## config.mk

```make
export PLATFORM = sky130hd
export DESIGN_NAME = game_flow_ctrl
export DESIGN_NICKNAME = d
export VERILOG_FILES = /design/src/rtl/game_pkg.sv /design/src/rtl/game_flow_ctrl_score_acc.sv /design/src/rtl/game_flow_ctrl.sv
export SDC_FILE = /design/constraint.sdc
export NUM_CORES = 1
export LEC_CHECK = 0
export CORE_ASPECT_RATIO = 1.1
export CORE_MARGIN = 2
export CORE_UTILIZATION = 70
export CTS_BUF_LIST = sky130_fd_sc_hd__clkbuf_8
export CTS_CLUSTER_DIAMETER = 50
export DETAILED_ROUTE_END_ITERATION = 10
export DONT_BUFFER_PORTS = 1
export PLACE_DENSITY = 0.88
export SLEW_MARGIN = 10
export SYNTH_ARGS = -nofsm -noshare
export SYNTH_HDL_FRONTEND = slang
export SYNTH_HIERARCHICAL = 1
export SYNTH_SLANG_ARGS = --single-unit
export TNS_END_PERCENT = 100
```

## constraint.sdc

```tcl
create_clock -name clk_i -period 16 [get_ports clk_i]
set_input_delay 3.2 -clock clk_i [delete_from_list [all_inputs] [get_ports clk_i]]
set_output_delay 3.2 -clock clk_i [all_outputs]
set_load 0.01 [all_outputs]
```

## src/rtl/game_pkg.sv

```systemverilog
// game_pkg: shared types and constants for the game-level sequencer.
//   state_e  : FSM state encoding (also driven onto the debug LED port).
//   SCORE_W  : width of the score / high-score / rounds registers.
//   SCORE_MAX: score saturation value, so the score fits 4 BCD digits.
//   EV_*     : bit positions inside the event vector.
package game_pkg;

  typedef enum logic [2:0] {
    ST_IDLE    = 3'd0,
    ST_PLAY    = 3'd1,
    ST_PAUSE   = 3'd2,
    ST_RESPAWN = 3'd3,
    ST_OVER    = 3'd4
  } state_e;

  localparam int unsigned SCORE_W   = 14;
  localparam int unsigned SCORE_MAX = 9999;

  localparam int EV_ROBOT     = 0;
  localparam int EV_DRAGON_LO = 1;
  localparam int EV_DRAGON_HI = 3;

endpackage

```

## src/rtl/game_flow_ctrl_score_acc.sv

```systemverilog
// score_acc: combinational score accumulator.
//   score_i   : current score
//   h_score_i : current high score
//   kills_i   : dragon-killed flags for this tick (one bit per dragon)
//   score_o   : score plus number of kills, saturated at SCORE_MAX
//   h_score_o : max(h_score_i, score_o)
module score_acc #(
  parameter int unsigned SCORE_MAX = game_pkg::SCORE_MAX
) (
  input  logic [game_pkg::SCORE_W-1:0] score_i,
  input  logic [game_pkg::SCORE_W-1:0] h_score_i,
  input  logic [2:0]                   kills_i,
  output logic [game_pkg::SCORE_W-1:0] score_o,
  output logic [game_pkg::SCORE_W-1:0] h_score_o
);
  import game_pkg::*;

  localparam logic [SCORE_W:0] MAX_EXT = (SCORE_W+1)'(SCORE_MAX);

  logic [1:0]       inc;
  logic [SCORE_W:0] sum;

  always_comb begin
    inc = {1'b0, kills_i[0]} + {1'b0, kills_i[1]} + {1'b0, kills_i[2]};
    // One extra bit so the compare sees any overshoot before clipping.
    sum = {1'b0, score_i} + {{(SCORE_W-1){1'b0}}, inc};
    score_o   = (sum > MAX_EXT) ? MAX_EXT[SCORE_W-1:0] : sum[SCORE_W-1:0];
    h_score_o = (score_o > h_score_i) ? score_o : h_score_i;
  end

endmodule

```

## src/rtl/game_flow_ctrl.sv

```systemverilog
// game_flow_ctrl: game-level sequencer on the slow game tick.
//   clk_i      : game tick, rising edge
//   rst_ni     : asynchronous active-low reset
//   start_i    : one-tick start request
//   pause_i    : pause level
//   event_i    : [3:1] dragon-killed pulses, [0] robot-killed pulse
//   run_o      : movers may advance this tick (combinational)
//   respawn_o  : one-tick pulse, movers reload start positions
//   score_o, h_score_o, rounds_o, lives_o : game registers for display
//   state_o    : FSM state for debug LEDs
module game_flow_ctrl #(
  parameter int unsigned LIVES         = 3,
  parameter int unsigned RESPAWN_TICKS = 8,
  parameter int unsigned OVER_TICKS    = 48,
  parameter int unsigned SCORE_MAX     = game_pkg::SCORE_MAX
) (
  input  logic                         clk_i,
  input  logic                         rst_ni,
  input  logic                         start_i,
  input  logic                         pause_i,
  input  logic [3:0]                   event_i,
  output logic                         run_o,
  output logic                         respawn_o,
  output logic [game_pkg::SCORE_W-1:0] score_o,
  output logic [game_pkg::SCORE_W-1:0] h_score_o,
  output logic [game_pkg::SCORE_W-1:0] rounds_o,
  output logic [1:0]                   lives_o,
  output logic [2:0]                   state_o
);
  import game_pkg::*;

  localparam int unsigned TMR_W = 16;
  localparam logic [TMR_W-1:0] RESPAWN_LOAD = TMR_W'(RESPAWN_TICKS);
  localparam logic [TMR_W-1:0] OVER_LOAD    = TMR_W'(OVER_TICKS);
  localparam logic [1:0]       LIVES_INIT   = 2'(LIVES);

  state_e             state_q;
  logic               resume_rsp_q;  // 1: PAUSE returns to RESPAWN, 0: to PLAY
  logic [TMR_W-1:0]   timer_q;
  logic               respawn_q;
  logic [SCORE_W-1:0] score_q, h_score_q, rounds_q;
  logic [1:0]         lives_q;
  logic [SCORE_W-1:0] score_d, h_score_d;

  score_acc #(.SCORE_MAX(SCORE_MAX)) u_score_acc (
    .score_i   (score_q),
    .h_score_i (h_score_q),
    .kills_i   (event_i[EV_DRAGON_HI:EV_DRAGON_LO]),
    .score_o   (score_d),
    .h_score_o (h_score_d)
  );

  always_ff @(posedge clk_i or negedge rst_ni) begin
    if (!rst_ni) begin
      state_q      <= ST_IDLE;
      resume_rsp_q <= 1'b0;
      timer_q      <= '0;
      respawn_q    <= 1'b0;
      score_q      <= '0;
      h_score_q    <= '0;
      rounds_q     <= '0;
      lives_q      <= '0;
    end else begin
      respawn_q <= 1'b0;
      case (state_q)
        ST_IDLE: begin
          if (start_i) begin
            state_q   <= ST_PLAY;
            score_q   <= '0;
            rounds_q  <= SCORE_W'(1);
            lives_q   <= LIVES_INIT;
            respawn_q <= 1'b1;
          end
        end
        ST_PLAY: begin
          // Pause wins over events arriving in the same tick.
          if (pause_i) begin
            resume_rsp_q <= 1'b0;
            state_q      <= ST_PAUSE;
          end else begin
            score_q   <= score_d;
            h_score_q <= h_score_d;
            if (event_i[EV_ROBOT]) begin
              if (lives_q == 2'd1) begin
                lives_q <= 2'd0;
                timer_q <= OVER_LOAD;
                state_q <= ST_OVER;
              end else begin
                lives_q <= lives_q - 2'd1;
                if (rounds_q != '1) rounds_q <= rounds_q + SCORE_W'(1);
                timer_q <= RESPAWN_LOAD;
                state_q <= ST_RESPAWN;
              end
            end
          end
        end
        ST_PAUSE: begin
          if (!pause_i) state_q <= resume_rsp_q ? ST_RESPAWN : ST_PLAY;
        end
        ST_RESPAWN: begin
          if (pause_i) begin
            resume_rsp_q <= 1'b1;
            state_q      <= ST_PAUSE;
          end else begin
            timer_q <= timer_q - TMR_W'(1);
            if (timer_q == TMR_W'(1)) begin
              respawn_q <= 1'b1;
              state_q   <= ST_PLAY;
            end
          end
        end
        ST_OVER: begin
          timer_q <= timer_q - TMR_W'(1);
          if (timer_q == TMR_W'(1)) state_q <= ST_IDLE;
        end
        default: state_q <= ST_IDLE;
      endcase
    end
  end

  // Combinational so a pause freezes the movers in the same tick.
  assign run_o     = (state_q == ST_PLAY) & ~pause_i;
  assign respawn_o = respawn_q;
  assign score_o   = score_q;
  assign h_score_o = h_score_q;
  assign rounds_o  = rounds_q;
  assign lives_o   = lives_q;
  assign state_o   = state_q;

endmodule

```

==> impl_metrics.csv, run 1 <==
group,metric,value,unit
status,status,"complete, no violations",
drt,drc,0,
sta,layout_setup_ws,7850,ps
floorplanning,ioPinCount,57,
grt,grt-ovfl-total,0,
floorplanning,die_h,88.6,um
drt,drtIter0Drc,279,
clock_tree,path_clk_slew,70,ps
placed_design,gp_congestion,0.942,
logic_synthesis,syn_nets,520,
drt,dr.pass1.iters,6,
placed_design,dpl.hpwl,7.31,mm
grt,grt_pass1_wl,17.3,mm
critical_path,r2r_slack,10190,ps
logic_synthesis,yosysUniqueCellTypes,72,
critical_path,critical_path_class,"in -> reg",
power,p_sw,0.286,mW
clock_tree,clk_path_buf_depth,2,
critical_path,cp_num_buf_inv,3,
logic_synthesis,async_flop_share,100,%
critical_path,crit_start,"event_i[1]",
clock_tree,worstSkewPairLatency,350,ps
power,irDropWorstVdd,0.102,mV
clock_tree,post_cts.repair.setup_buffers,0,
critical_path,r2r_cells,19,
critical_path,r2r-end,"h_score_o[2]",
clock_tree,cts_resized,0,
sta,finClkSkew,13.8,ps
drt,final_antenna_net_count,0,
logic_synthesis,syn_area,4550,um^2
critical_path,critPathRequiredTime,16230,ps
power,p_sw_share,42.0,%
clock_tree,htreeDepth,3,
critical_path,worstPathArrival,8380,ps
clock_tree,cts-hold-fix-buffers,0,
clock_tree,cts_buffers,9,
floorplanning,core,6230,um^2
critical_path,start_kind,"input port",
power,p_comb_share,42.7,%
final_layout,fillers,421,
drt,vias_per_cell,6.67,
drt,wire_per_inst,18.7,um
sta,finalSetupViolations,0,
sta,period_minus_slack,8150,ps
final_layout,final_nets,507,
placed_design,port_buffers,0,
critical_path,slowest_stage,"a2111oi_0",
logic_synthesis,seq_area_frac_synth,35.7,%
logic_synthesis,synth_edf_count,0,
logic_synthesis,synth_cells,490,
logic_synthesis,yosysWarnings,6,
logic_synthesis,synthFlopType,"dfrtp_1",
power,p_per_area,147,nW/um^2
drt,routed_wl,10.5,mm
sta,maxSlewViolCount,0,
grt,track_usage,31.3,%
critical_path,crit_path_cell_trace,"fa_1 -> ha_1 -> inv_1 -> fa_1 -> or2b_2 -> nor4_4 -> mux2i_1 -> a211oi_4 -> o221ai_1 -> inv_1 -> ha_1 -> and3_1 -> nand3_1 -> a211oi_1 -> a2111oi_0 -> a21oi_1 -> buf_4 -> mux2_2 -> mux2_2",
power,cellLeakagePower,2.00,nW
floorplanning,initial_utilization,73.1,%
clock_tree,cts.sinks,65,
final_layout,multi_input_area,2570,um^2
power,p_seq_share,37.1,%
floorplanning,rows,30,
final_layout,final_layout_size_suffix_gt1_share,14.5,%
grt,grt_pass1_vias,3590,
sta,hold_viol_final,0,
grt,antenna_found_initial,0,
sta,tightest_slew,1150,ps
critical_path,path_max_fanout,11,
final_layout,diodes,0,
floorplanning,die_x,80.9,um
sta,setup_tns,0,ps
placed_design,place_ws,7770,ps
sta,timing.hold.ws,551,ps
final_layout,final_area,4650,um^2
critical_path,cp.depth,19,
job,drv_cap,0,
sta,fmax,123,MHz
sta,relSlewSlack,22.9,%
critical_path,max_stage_delay,570,ps
sta,fin_crit_sh,50.9,%
floorplanning,dieArea,7170,um^2
power,power.internal,0.395,mW
critical_path,crit_family,"compound AO/OA/AOI/OAI gates",
logic_synthesis,synthXorXnorAreaFrac,3.65,%
critical_path,crit_end,"h_score_o[2]",
power,p_clk_share,20.2,%
clock_tree,cts_tree,"done",
placed_design,placed_area,4460,um^2
logic_synthesis,synth-seq-cells,65,
clock_tree,clockRootBuffer,"clkbuf_8",
logic_synthesis,synth_simple_gate_area_share,20.9,%
sta,rsz0062_at_grt,"false",
drt,via_count,3749,
logic_synthesis,syn_avg_cell_area,9.29,um^2
final_layout,syn_to_final_growth,2.12,%
logic_synthesis,synth-adder-area-share,6.38,%
final_layout,seqCellArea,1630,um^2
logic_synthesis,synth_top_family_by_area,"simple AND/OR/NAND/NOR gates",
logic_synthesis,synth-compound-area-share,18.0,%
grt,grt_max_degree,66,
logic_synthesis,muxShareOfSynthArea,7.64,%
critical_path,cp-end-kind,"flop",
hold_path,holdCritPathClass,"reg -> reg",
critical_path,r2r-start,"score_o[0]",
[through the flow]
step / cells / total power [mW] / utilization, %
floorplan: 490 / 0.484 / -
global placement: 546 / 0.522 / 71.5
detailed placement: 546 / 0.537 / 71.5
CTS: 562 / 0.677 / 74.6
global route: 562 / 0.723 / 74.6
finish: 562 / 0.681 / 74.6
[worst min path at each step]
stage            startpoint           end  slack [ps]  cells after the start
2_1_floorplan  resume_rsp_q  resume_rsp_q         440                      2
3_3_place_gp   resume_rsp_q  resume_rsp_q         460                      2
3_5_place_dp    timer_q[14]   timer_q[14]         530                      2
4_1_cts         timer_q[14]   timer_q[14]         550                      2
5_1_grt        resume_rsp_q  resume_rsp_q         570                      2
6_report        timer_q[14]   timer_q[14]         550                      2
[logic make-up after synthesis]
kind of cell,Yosys count
simple gates,171
compound gates,119
buf+inv,63
mux,31
fa+ha+maj,22
xor+xnor,19
flops,65
[registers in the layout, indices dropped and copies added, names as in the netlist]
| name | flops |
|---|---|
| lives_o | 2 |
| resume_rsp_q | 1 |
| timer_q | 16 |
| rounds_o | 14 |
| state_o | 3 |
| respawn_o | 1 |
| score_o | 14 |
| h_score_o | 14 |
[power by group through the flow]
stage / combinational [mW] / clock (mW) / sequential, mW
3_5_place_dp: 0.282 / 0 / 0.255
4_1_cts: 0.287 / 0.138 / 0.252
2_1_floorplan: 0.249 / 0 / 0.236
6_report: 0.291 / 0.138 / 0.253
3_3_place_gp: 0.271 / 0 / 0.251
5_1_grt: 0.318 / 0.146 / 0.260
[synthesized netlist by cell type (all sizes together), types with 3 or more instances]
library cell / count / area share [%]
o22ai: 3 / 0.55
ha: 20 / 5.5
mux2i: 7 / 1.5
nor2: 29 / 2.4
inv: 36 / 3.0
nor2b: 4 / 0.55
clkbuf: 15 / 2.6
nor3: 10 / 1.3
nor4: 5 / 1.2
nor3b: 5 / 0.82
nand2b: 4 / 0.60
xnor2: 11 / 2.1
or3: 6 / 0.85
mux2: 24 / 6.1
o31ai: 6 / 0.99
xor2: 8 / 1.5
buf: 12 / 2.2
nand3: 20 / 2.2
o21ai: 43 / 4.7
nand4: 14 / 2.6
a211oi: 4 / 0.93
dfrtp: 65 / 36
a21oi: 28 / 3.2
nand2: 51 / 4.2
and2: 3 / 0.44
o221ai: 9 / 2.6
a31oi: 7 / 0.96
and3: 6 / 0.82
[worst reg2reg max path, delay by kind of cell, from the launching register on]
family          cells  cell delay (ps)
buf+inv             3              460
flops               1              450
fa+ha+maj           4             1470
simple gates        4              880
mux                 3              750
compound gates      5             1690
[final cells by class]
class                      count  share of cell area [%]
timing repair buffer           3                   0.484
clock buffer                  13                    3.85
clock inverter                 3                   0.296
tap                           80                    2.15
inverter                      36                    2.91
multi-input combinational    362                    55.3
sequential                    65                    35.0
[routing by layer]
layer,part of all wire (%),wire (um),vias to the layer above,global-route usage [%]
li1,-,-,1747,-
met1,41,4280,1811,38.6
met2,51,5320,153,53.1
met3,5.7,604,38,7.14
met4,3.2,333,0,12.9
met5,0,0,-,0
[cells in the final DEF (no fill, tap or decap), types with 8 or more instances in the layout]
cell	synthesis	layout
a21oi_1	27	27
clkbuf_8	6	13
dfrtp_1	65	65
ha_1	20	20
inv_1	35	36
mux2_2	22	22
nand2_1	51	51
nand3_1	20	20
nand4_1	12	12
nor2_1	29	29
nor3_1	8	8
o21ai_0	43	43
xnor2_1	11	11
xor2_1	8	8
Power figures use the tool's default switching activity.
==> run 2: changes to the inputs <==
- ABC_AREA: unset -> 1
- CORE_UTILIZATION: 70 -> 60
- PLACE_DENSITY: 0.88 -> 0.81
- clock period: 16 -> 7.4 ns (I/O delays scaled with it)
==> impl_metrics.csv, run 2 <==
group,metric,value,unit
critical_path,slowest_stage,"fa_1",
floorplanning,die_x,90.3,um
floorplanning,rows,34,
drt,dr.pass1.iters,7,
grt,use_met2,47.4,%
clock_tree,clockRootBuffer,"clkbuf_8",
logic_synthesis,syn_nets,742,
final_layout,syn_to_final_growth,4.25,%
grt,antenna_found_initial,0,
power,p_sw,0.917,mW
logic_synthesis,synth_cells,712,
final_layout,final_nets,736,
critical_path,crit_top_cell,"nand2_1",
power,p_seq_share,29.2,%
drt,vias_per_cell,5.57,
clock_tree,cts_resized,0,
sta,finClkSkew,12.4,ps
clock_tree,cts-hold-fix-buffers,0,
clock_tree,post_cts.repair.setup_buffers,0,
clock_tree,path_clk_slew,70,ps
placed_design,dpl.hpwl,8.46,mm
sta,fin_crit_sh,73.0,%
logic_synthesis,synth_area_leaders,"dfrtp_1 33%, nand2_1 17%, nand3_1 9.0%, inv_1 6.6%, ha_1 5.1%",
floorplanning,die_h,99.0,um
logic_synthesis,yosysTopAreaCellShare,33.1,%
logic_synthesis,synth_area_leader_cell,"dfrtp_1",
grt,grt_pass1_wl,19.9,mm
sta,setup_tns,0,ps
logic_synthesis,syn_area,4920,um^2
sta,fmax,185,MHz
clock_tree,htreeDepth,3,
critical_path,critical_path_class,"in -> reg",
sta,tightest_slew,696,ps
critical_path,r2r_cells,29,
floorplanning,ioPinCount,57,
drt,drtIter0Drc,212,
critical_path,crit_family,"simple AND/OR/NAND/NOR gates",
hold_path,holdCritPathClass,"reg -> reg",
power,p_clk_share,19.3,%
grt,grt-ovfl-total,0,
hold_path,min_path_cells,2,
sta,period_minus_slack,5400,ps
critical_path,start_kind,"input port",
clock_tree,cts_buffers,9,
floorplanning,dieArea,8940,um^2
floorplanning,core,7960,um^2
sta,relSlewSlack,53.5,%
sta,maxSlewViolCount,0,
grt,grt-busiest-layer,"met2",
grt,grt_pass1_vias,4388,
final_layout,diodes,0,
power,p_per_area,349,nW/um^2
critical_path,cp_num_buf_inv,6,
sta,finalSetupViolations,0,
hold_path,hp-start,"resume_rsp_q",
grt,grt_max_degree,66,
final_layout,final_layout_size_suffix_gt1_share,11.0,%
status,status,"complete, no violations",
logic_synthesis,syn_avg_cell_area,6.91,um^2
clock_tree,cts_tree,"done",
power,power.internal,0.871,mW
placed_design,port_buffers,0,
logic_synthesis,yosysWarnings,6,
critical_path,critPathRequiredTime,7650,ps
final_layout,fillers,711,
logic_synthesis,synth-seq-cells,65,
final_layout,final_area,5130,um^2
power,irDropWorstVdd,0.246,mV
placed_design,gp_congestion,0.957,
clock_tree,worstSkewPairLatency,360,ps
grt,use_met1,32.2,%
final_layout,mostFrequentLayoutCell,"nand2_1",
critical_path,max_stage_delay,490,ps
floorplanning,initial_utilization,61.8,%
logic_synthesis,synthMostInstantiatedCell,"nand2_1",
critical_path,r2r-end,"h_score_o[4]",
critical_path,cp-end-kind,"flop",
critical_path,path_max_fanout,16,
clock_tree,clk_path_buf_depth,2,
critical_path,r2r-start,"score_o[0]",
critical_path,r2r_slack,2600,ps
drt,via_count,4560,
placed_design,placed_area,4910,um^2
logic_synthesis,netlist_top_cells_count,"225 x nand2_1, 88 x nand3_1, 86 x inv_1, 65 x dfrtp_1, 59 x nor2_1",
sta,hold_viol_final,0,
final_layout,final_cell_mix,"225 x nand2_1, 88 x nand3_1, 86 x inv_1, 65 x dfrtp_1, 59 x nor2_1",
logic_synthesis,seq_area_frac_synth,33.1,%
power,p_comb_share,51.5,%
clock_tree,cts.sinks,65,
logic_synthesis,yosysUniqueCellTypes,34,
power,p_sw_share,51.3,%
drt,routed_wl,11.7,mm
final_layout,top_register,"timer_q",
drt,drc,0,
grt,grtUsageMet3,7.42,%
logic_synthesis,synth_edf_count,0,
sta,rsz0062_at_grt,"false",
critical_path,worstPathArrival,5650,ps
final_layout,largest_reg_flops,16,
job,drv_cap,0,
logic_synthesis,async_flop_share,100,%
grt,track_usage,27.4,%
logic_synthesis,synthFlopType,"dfrtp_1",
power,cellLeakagePower,2.67,nW
drt,final_antenna_net_count,0,
drt,wire_per_inst,14.2,um
hold_path,whs_endpoint,"resume_rsp_q",
[run 2: cell types whose count changed after synthesis, sizes merged, moves of 7 or more]
| cell | before | now |
|---|---|---|
| nand3 | 20 | 97 |
| a21oi | 28 | 14 |
| clkbuf | 15 | 1 |
| o221ai | 9 | 0 |
| mux2 | 24 | 0 |
| a31oi | 7 | 0 |
| nor2 | 29 | 70 |
| inv | 36 | 89 |
| nand2 | 51 | 245 |
| xnor2 | 11 | 2 |
| mux2i | 7 | 0 |
| nand4 | 14 | 24 |
[run 2: cell families after synthesis]
family | synth area share, %
and+or+nand+nor | 42.1
AOI/OAI and AO/OA | 7.96
buffers and inverters | 10.1
DFF | 33.1
xor gates and xnor gates | 0.890
adders and majority gates | 5.90
[run 2: how the worst max path moves through the flow]
stage	endpoint	from	cells after the start	slack, ps
global placement	h_score_o[12]	event_i[1]	29	1790
finish	h_score_o[4]	event_i[1]	29	2000
detailed placement	h_score_o[12]	event_i[1]	29	1700
floorplan	h_score_o[11]	event_i[1]	29	2180
CTS	h_score_o[4]	event_i[1]	29	2050
global route	h_score_o[4]	event_i[1]	29	1690
[run 2: cell type report]
type	instances	area (um^2)	share of cell area (%)
multi-input cells	539	2800	54.5
flip-flops and latches	65	1630	31.7
inverters	90	343	6.68
well taps	108	135	2.63
clock buffers	9	124	2.42
clock inverters	7	95.1	1.85
repair buffers	1	7.51	0.146
[run 2: worst reg2reg max path: cells and delay by family, from the launching register on]
family	cells	cell delay (ps)
DFF	1	450
and+or+nand+nor	16	1740
adders and majority gates	4	1470
buffers and inverters	6	710
AOI/OAI and AO/OA	3	310
[run 2: power by group through the flow]
stage	Sequential (mW)	Combinational, mW	Clock [mW]
after floorplan	0.500	0.799	0
after global placement	0.525	0.879	0
after detailed placement	0.527	0.907	0
after CTS	0.521	0.914	0.349
after global routing	0.534	1.03	0.369
final	0.521	0.921	0.346
[run 2: metal layers]
metal  vias to the layer above  wire (um)
met2                       145       5800
li1                       2285          -
met3                        32        733
met4                         0        308
met1                      2098       4820
met5                         -          0
[run 2: per-stage QoR]
step	worst slack, ps	utilization (%)	instances	hold WS, ps	power (mW)
4_1_cts	2050	64.5	819	512	1.78
3_5_place_dp	1700	61.7	803	495	1.43
2_1_floorplan	2180	-	712	453	1.30
3_3_place_gp	1790	61.7	803	478	1.40
6_report	2000	64.5	819	520	1.79
5_1_grt	1690	64.5	819	564	1.93
